**config.mk**
```make
export PLATFORM = sky130hd
export DESIGN_NAME = spi_ram_arbiter
export DESIGN_NICKNAME = d
export VERILOG_FILES = /design/src/rtl/spi_ram_arbiter.sv
export SDC_FILE = /design/constraint.sdc
export NUM_CORES = 1
export LEC_CHECK = 0
export CORE_ASPECT_RATIO = 0.7
export CORE_MARGIN = 5
export CORE_UTILIZATION = 44
export DETAILED_ROUTE_END_ITERATION = 6
export GPL_TIMING_DRIVEN = 1
export PLACE_DENSITY = 0.76
export SKIP_CTS_REPAIR_TIMING = 1
export SLEW_MARGIN = 20
export SYNTH_ARGS = -nofsm -noshare
export SYNTH_HDL_FRONTEND = slang
export SYNTH_SLANG_ARGS = --single-unit
export TNS_END_PERCENT = 10
```
**constraint.sdc**
```tcl
create_clock -name clk -period 1.8 [get_ports clk]
set_clock_uncertainty 0.05 [all_clocks]
set_input_delay 0.45 -clock clk [delete_from_list [all_inputs] [get_ports clk]]
set_output_delay 0.45 -clock clk [all_outputs]
set_load 0.01 [all_outputs]
```
**src/rtl/spi_ram_arbiter.sv**
```systemverilog
// Shares one single-port synchronous RAM between an SPI command stream and a local
// requester, with round-robin arbitration and a one-entry SPI pending buffer.
module spi_ram_arbiter #(
  parameter int unsigned ADDR_SIZE = 8,
  parameter int unsigned DATA_SIZE = 8
) (
  input  logic                 clk,
  input  logic                 rst_n,
  input  logic [DATA_SIZE+1:0] rx_data,
  input  logic                 rx_valid,
  output logic [DATA_SIZE-1:0] tx_data,
  output logic                 tx_valid,
  input  logic                 loc_req,
  input  logic                 loc_we,
  input  logic [ADDR_SIZE-1:0] loc_addr,
  input  logic [DATA_SIZE-1:0] loc_wdata,
  output logic                 loc_gnt,
  output logic [DATA_SIZE-1:0] loc_rdata,
  output logic                 loc_rvalid,
  output logic                 mem_en,
  output logic                 mem_we,
  output logic [ADDR_SIZE-1:0] mem_addr,
  output logic [DATA_SIZE-1:0] mem_wdata,
  input  logic [DATA_SIZE-1:0] mem_rdata,
  output logic                 spi_ovf
);

  typedef enum logic [1:0] {StIdle, StRdSpi, StRdLoc} state_e;

  state_e               state_q, state_d;
  logic                 prio_loc_q, prio_loc_d;
  logic [ADDR_SIZE-1:0] wr_addr_q, wr_addr_d;
  logic [ADDR_SIZE-1:0] rd_addr_q, rd_addr_d;
  logic                 spi_pend_q, spi_pend_d;
  logic                 pend_we_q, pend_we_d;
  logic [ADDR_SIZE-1:0] pend_addr_q, pend_addr_d;
  logic [DATA_SIZE-1:0] pend_data_q, pend_data_d;
  logic [DATA_SIZE-1:0] tx_data_q, tx_data_d;
  logic                 tx_valid_q, tx_valid_d;
  logic [DATA_SIZE-1:0] loc_rdata_q, loc_rdata_d;
  logic                 loc_rvalid_q, loc_rvalid_d;
  logic                 spi_ovf_q, spi_ovf_d;

  logic                 grant_spi, grant_loc, spi_accept;
  logic [1:0]           cmd;
  logic [DATA_SIZE-1:0] payload;
  logic [ADDR_SIZE-1:0] payload_addr;

  assign cmd          = rx_data[DATA_SIZE+1:DATA_SIZE];
  assign payload      = rx_data[DATA_SIZE-1:0];
  assign payload_addr = ADDR_SIZE'(payload);

  // Gating with rst_n keeps the RAM port quiet while reset is held, even with loc_req high.
  always_comb begin
    grant_spi = 1'b0;
    grant_loc = 1'b0;
    if (rst_n && state_q == StIdle) begin
      if (spi_pend_q && (!loc_req || !prio_loc_q)) begin
        grant_spi = 1'b1;
      end else if (loc_req) begin
        grant_loc = 1'b1;
      end
    end
  end

  assign mem_en    = grant_spi | grant_loc;
  assign mem_we    = grant_spi ? pend_we_q : (grant_loc & loc_we);
  assign mem_addr  = grant_spi ? pend_addr_q : loc_addr;
  assign mem_wdata = grant_spi ? pend_data_q : loc_wdata;
  assign loc_gnt   = grant_loc;

  // A full buffer can still take a new access if it drains this very cycle.
  assign spi_accept = !spi_pend_q || grant_spi;

  always_comb begin
    spi_pend_d  = spi_pend_q & ~grant_spi;
    pend_we_d   = pend_we_q;
    pend_addr_d = pend_addr_q;
    pend_data_d = pend_data_q;
    wr_addr_d   = wr_addr_q;
    rd_addr_d   = rd_addr_q;
    spi_ovf_d   = spi_ovf_q;
    if (rx_valid) begin
      unique case (cmd)
        2'b00: wr_addr_d = payload_addr;
        2'b01: begin
          if (spi_accept) begin
            spi_pend_d  = 1'b1;
            pend_we_d   = 1'b1;
            pend_addr_d = wr_addr_q;
            pend_data_d = payload;
            wr_addr_d   = wr_addr_q + ADDR_SIZE'(1);
          end else begin
            spi_ovf_d = 1'b1;
          end
        end
        2'b10: rd_addr_d = payload_addr;
        2'b11: begin
          if (spi_accept) begin
            spi_pend_d  = 1'b1;
            pend_we_d   = 1'b0;
            pend_addr_d = rd_addr_q;
            pend_data_d = '0;
            rd_addr_d   = rd_addr_q + ADDR_SIZE'(1);
          end else begin
            spi_ovf_d = 1'b1;
          end
        end
        default: ;
      endcase
    end
  end

  always_comb begin
    state_d      = StIdle;
    prio_loc_d   = prio_loc_q;
    tx_data_d    = tx_data_q;
    tx_valid_d   = 1'b0;
    loc_rdata_d  = loc_rdata_q;
    loc_rvalid_d = 1'b0;
    unique case (state_q)
      StIdle: begin
        if (grant_spi) begin
          prio_loc_d = 1'b1;
          if (!pend_we_q) state_d = StRdSpi;
        end else if (grant_loc) begin
          prio_loc_d = 1'b0;
          if (!loc_we) state_d = StRdLoc;
        end
      end
      StRdSpi: begin
        tx_data_d  = mem_rdata;
        tx_valid_d = 1'b1;
      end
      StRdLoc: begin
        loc_rdata_d  = mem_rdata;
        loc_rvalid_d = 1'b1;
      end
      default: state_d = StIdle;
    endcase
  end

  always_ff @(posedge clk or negedge rst_n) begin
    if (!rst_n) begin
      state_q      <= StIdle;
      prio_loc_q   <= 1'b0;
      wr_addr_q    <= '0;
      rd_addr_q    <= '0;
      spi_pend_q   <= 1'b0;
      pend_we_q    <= 1'b0;
      pend_addr_q  <= '0;
      pend_data_q  <= '0;
      tx_data_q    <= '0;
      tx_valid_q   <= 1'b0;
      loc_rdata_q  <= '0;
      loc_rvalid_q <= 1'b0;
      spi_ovf_q    <= 1'b0;
    end else begin
      state_q      <= state_d;
      prio_loc_q   <= prio_loc_d;
      wr_addr_q    <= wr_addr_d;
      rd_addr_q    <= rd_addr_d;
      spi_pend_q   <= spi_pend_d;
      pend_we_q    <= pend_we_d;
      pend_addr_q  <= pend_addr_d;
      pend_data_q  <= pend_data_d;
      tx_data_q    <= tx_data_d;
      tx_valid_q   <= tx_valid_d;
      loc_rdata_q  <= loc_rdata_d;
      loc_rvalid_q <= loc_rvalid_d;
      spi_ovf_q    <= spi_ovf_d;
    end
  end

  assign tx_data    = tx_data_q;
  assign tx_valid   = tx_valid_q;
  assign loc_rdata  = loc_rdata_q;
  assign loc_rvalid = loc_rvalid_q;
  assign spi_ovf    = spi_ovf_q;

endmodule
```
Word-level counts from Yosys, hierarchy flattened. Cells that the tools add are included.

Latch bits: 0. ROM bits: 0. RAM bits: 0. Memories: 0. Register bits after elaboration: 56. Output and inout bits: 38.

Add/sub/neg operators: 2. Mux-type cells: 33. Shifts and indexed selects: 0. Div/mod/pow operators: 0. Equality and inequality tests: 7. Bitwise operators: 5. $mul: 0. Magnitude comparators: 0. Reductions and logical operators: 19.

Operators by type and width (number): 8-bit two-way mux (8); 8-bit one-hot mux with 2 select lines (4); 8-bit by 1-bit adder with 8-bit output, second input constant (2); 1-bit two-way mux (16); 3-bit AND reduction (3); 2-bit two-way mux (4); 2-bit nonzero test (4); 2-bit == test, second input constant (3); 2-bit by 1-bit == test with 1-bit output, second input constant (2); 2-bit logical NOT (2); 2-bit inequality test, second input constant (2); 4-bit AND reduction (1); 1-bit logical NOT (3); 1-bit AND (2); 1-bit logical AND (2); 1-bit logical OR (2); 1-bit inverter (2); 1-bit one-hot mux with 2 select lines (1); 2-bit AND reduction (1); 2-bit OR reduction (1); 1-bit bitwise OR (1).

Depth between registers and ports, before layout.
Depth after elaboration: 10. Mapped depth: 7.

Worst setup path before layout. Ideal clock, no wire load.

Path type: input port to output port. Start: input port rst_n. End: output port mem_addr[6]. Data required time: 1.300 ns. Stages: 4. Data arrival time: 1.470 ns. Slack: -0.170 ns. Path through: nor3b_4 > nand3_2 > buf_2 > mux2_2.

Cells in the longest elaborated chain, start to end: 3.

RTL lines: start: declaration (RTL line 8) `input logic rst_n,`; 1-bit logical AND (RTL line 57) `if (rst_n && state_q == StIdle) begin`; 1-bit two-way mux (RTL line 57); 8-bit two-way mux (RTL line 68) `assign mem_addr = grant_spi ? pend_addr_q : loc_addr;`; end: declaration (RTL line 22) `output logic [ADDR_SIZE-1:0] mem_addr,`.

No other way between the ends.

Final worst setup path.
Start: register state_q[0]. End: output port mem_wdata[5].

Cells in the longest elaborated chain, start to end: 4.

RTL lines: start: declaration (RTL line 30) `state_e state_q, state_d;`; start signal: assignment (RTL line 145) `state_q <= StIdle;`; start signal: assignment (RTL line 159) `state_q <= state_d;`; 2-bit logical NOT (RTL line 57); 1-bit logical AND (RTL line 57); 1-bit two-way mux (RTL line 57); 8-bit two-way mux (RTL line 69) `assign mem_wdata = grant_spi ? pend_data_q : loc_wdata;`; end: declaration (RTL line 23) `output logic [DATA_SIZE-1:0] mem_wdata,`.

No other way between the ends.

==> impl_summary.md <==
Setup path
The start point of the critical path is state_q[0]. The slowest library cell on the worst path is dfrtp_1. The arrival time of data at the critical path endpoint is 1.80 ns. The worst path required time is 1.30 ns.

By startpoint and endpoint, the worst setup path is classified as register to output pin. The worst register-to-register path begins at state_q[0]. The cell that appears most often on the critical path is buf_6. The maximum net fanout on the critical path is 6. On the worst path, the slowest cell contributes a delay of 0.42 ns. STA classifies the critical path startpoint as a register. The critical path goes through nor3b_4, buf_6, nand3_4, buf_6, mux2_4, buf_6. STA classifies the critical path endpoint as an output pin.

Finish
The growth of design area from synthesis to finish is 49.4%. 0 antenna diodes ended up in the layout. The number of nets in the layout is 430. The finished cells cover approximately 4400 um2.

The count of fill cells added during filler insertion is 497. The post-route netlist has 32.6% of its cells at a drive strength greater than 1.

Power
The maximum VDD drop is 0.000498 V. The leakage component of the power is around 1.9 nW. In this run the power density over the cells is 1150 nW/um2.

Placed design
In this run the cell area measured after placement is between 3000 and 4000 um2. The estimated wirelength of the detail-placed design is 6030 um. The number of buffers added on ports is 76. Prior to clock tree synthesis, the placed netlist has a worst setup slack of -0.855 ns. The congestion estimate from routability-driven global placement came to ~0.84.

STA
The smallest clock period supported by the final layout is computed as 2.30 ns. The worst slew margin relative to its limit is approximately 54%. The number of hold violations in the final report is 0.

The final count of pins violating max slew was 0. Once routing completed, OpenROAD measured the worst setup slack at -0.503 ns. The upper clock frequency limit is 0.434 GHz. The worst hold slack after final layout is 0.264 ns. The final critical path takes up 128% of the cycle. The final count of negative-setup-slack endpoints is 31. Setup repair after global routing could not meet its margin everywhere.

The total negative slack for setup checks is -8.71 ns. The transition time at the pin with the least slew margin is 0.692 ns.

Yosys
After Yosys synthesis, full adders, half adders and majority gates account for 0.855% of the synthesized area. The fraction of registers with async set/reset is 100%. The gate count of the mapped netlist is 284. The number of flops mapped to enable cells by yosys is 0.

Summing the sequential cell areas from Yosys gives 47.9% of the chip area. The combinational family with the most area after synthesis is compound AO/OA/AOI/OAI gates. After synthesis the netlist holds a flip-flop and latch count of 56. After Yosys synthesis, XOR and XNOR cells account for 0% of the synthesized area. Counting every net in the synthesized netlist gives 325. Summing every instance area after synthesis gives 2930 um2. A synthesized cell averages 10.3 um2. Of the post-synthesis cell area, the part taken by muxes is 14.7%. The share of the synthesized area in compound gates (AO/OA/AOI/OAI) is 19.8%.

The post-synthesis share of cell area spent on and, or, nand and nor gates is ~12%. The most used flip-flop cell after synthesis is dfrtp_1. The number of distinct library cells after synthesis is 44.

The total number of yosys warnings is 0.

Drt
The detailed-route via count is between 2000 and 3000. The via count normalized by instance count is 5.51. The remaining design rule violation count is 0. The number of search-and-repair iterations in the first detailed-routing pass is 4. Summed over all layers, the routed wires come to just under 9000 um.

For this block, the initial DRC count from the detailed router was 188. The average wire per cell in the routed design is between 15 and 20 um. The count of nets left with antenna violations once routing finished came out at 0.

Floorplan
The die area is 8410 um2. During I/O placement, the number of pins put on the boundary was 77. The effective utilization at floorplan is between 40% and 50%. The vertical die dimension is 78.2 um. The horizontal extent of the die is 107 um. The core outline area is approximately 6300 um2.

The floorplan has 24 rows.

Outcome
The checks that failed: setup timing. The flow ran to the end, but the final reports show violations.

GRT
The largest net degree at the start of global routing is 57. The global-route usage over all layers is between 10% and 20%. The number of antenna violations at the first check in global routing was 0.

The global-route wire length before repair is 12800 um. The global-route congestion overflow total is 0. The number of global-route vias before repair was 2458.

Clock network
The clock passes through at most 2 buffers. For the worst-skew pair, the clock arrives at the later sink with an insertion delay of 0.31 ns. The clock input transition at the sequential cells of the worst setup and hold paths is 0.10 ns.

Buffers inserted during clock tree synthesis total 5. The root cell of the clock tree is clkbuf_8. The H-tree generated during clock tree synthesis spans 2 levels. The clock net in this run drives a total of 56 sinks. The TritonCTS clock tree is yes.

Run
The number of max-cap violations is 0.

Min path
The worst hold path belongs to the class input pin to asynchronous set/reset pin.
[registers in the layout (all words and copies together), names as in the netlist, 2 cells and up]
name         cells
loc_rdata        8
pend_addr_q      8
pend_data_q      8
rd_addr_q        8
tx_data          8
wr_addr_q        8
state_q          2
[kinds of logic (layout without fill, tap and decap cells)]
kind of cell / Yosys count / count (layout)
DFF: 56 / 56
muxes: 39 / 39
buffers and inverters: 28 / 131
AOI/OAI and AO/OA: 92 / 92
and+or+nand+nor: 67 / 70
adders and majority gates: 2 / 2
[metrics by stage]
| step | power [mW] | cells | utilization, % |
|---|---|---|---|
| after floorplan | 2.92 | 284 | - |
| after global placement | 3.90 | 463 | 62.8 |
| after detailed placement | 3.97 | 463 | 62.8 |
| after CTS | 4.81 | 471 | 64.6 |
| after global routing | 5.35 | 481 | 69.0 |
| final | 5.02 | 481 | 69.0 |
[synthesized netlist by cell type (all sizes together) (6+ instances only)]
library cell	number	area share (%)
nand2b	6	1.3
a21oi	9	1.7
buf	11	2.4
mux2i	7	2.4
o21ai	43	7.4
nand3	6	1.2
o31ai	10	2.6
mux2	32	12
dfrtp	56	48
nor2	11	1.4
nand2	20	2.6
clkbuf	13	1.7
[cells in the final DEF, fill, tap and decap left out, drive strengths merged, types with 10 or more instances in the layout]
| master | synthesis | final |
|---|---|---|
| o21ai | 43 | 43 |
| clkdlybuf4s50 | 0 | 53 |
| dfrtp | 56 | 56 |
| o31ai | 10 | 10 |
| buf | 11 | 51 |
| mux2 | 32 | 32 |
| nand2 | 20 | 20 |
| clkbuf | 13 | 12 |
| nor2 | 11 | 11 |
[area by class of cell]
type / instances / area [um2] / share of cell area (%)
repair buffers: 119 / 1120 / 25.6
clock buffers: 6 / 72.6 / 1.66
inverters: 4 / 15.0 / 0.343
clock inverters: 2 / 38.8 / 0.887
multi-input cells: 203 / 1610 / 36.9
well taps: 91 / 114 / 2.60
flip-flops and latches: 56 / 1400 / 32.1
[critical path, delay by kind of cell (launching register included)]
kind / cells / cell delay [ns]
buf+inv: 3 / 0.45
flops: 1 / 0.42
mux: 1 / 0.29
simple gates: 2 / 0.32
[path summary, 6_finish.rpt]
kind | end | slack, ns | depth (start not counted)
min | loc_rdata[6] | 0.26 | 2
max reg2reg | rd_addr_q[4] | -0.13 | 9
min reg2reg | state_q[0] | 0.45 | 1
max | mem_wdata[5] | -0.50 | 6
max in group asynchronous | rd_addr_q[7] | 0.98 | 2
min in group clk | state_q[0] | 0.45 | 1
[where the power goes]
part	switching, mW	internal (mW)
sequential	0.353	1.69
clock	0.405	0.421
combinational	0.923	1.23
total	1.68	3.34
[routing by layer]
metal,vias to the layer above,track usage [%],share of wire (%)
li1,1262,-,-
met1,1281,29.1,45
met2,105,27.8,46
met3,2,4.59,8.1
met4,0,2.65,0.14
met5,-,0,0
(Power assumes the default switching activity.)
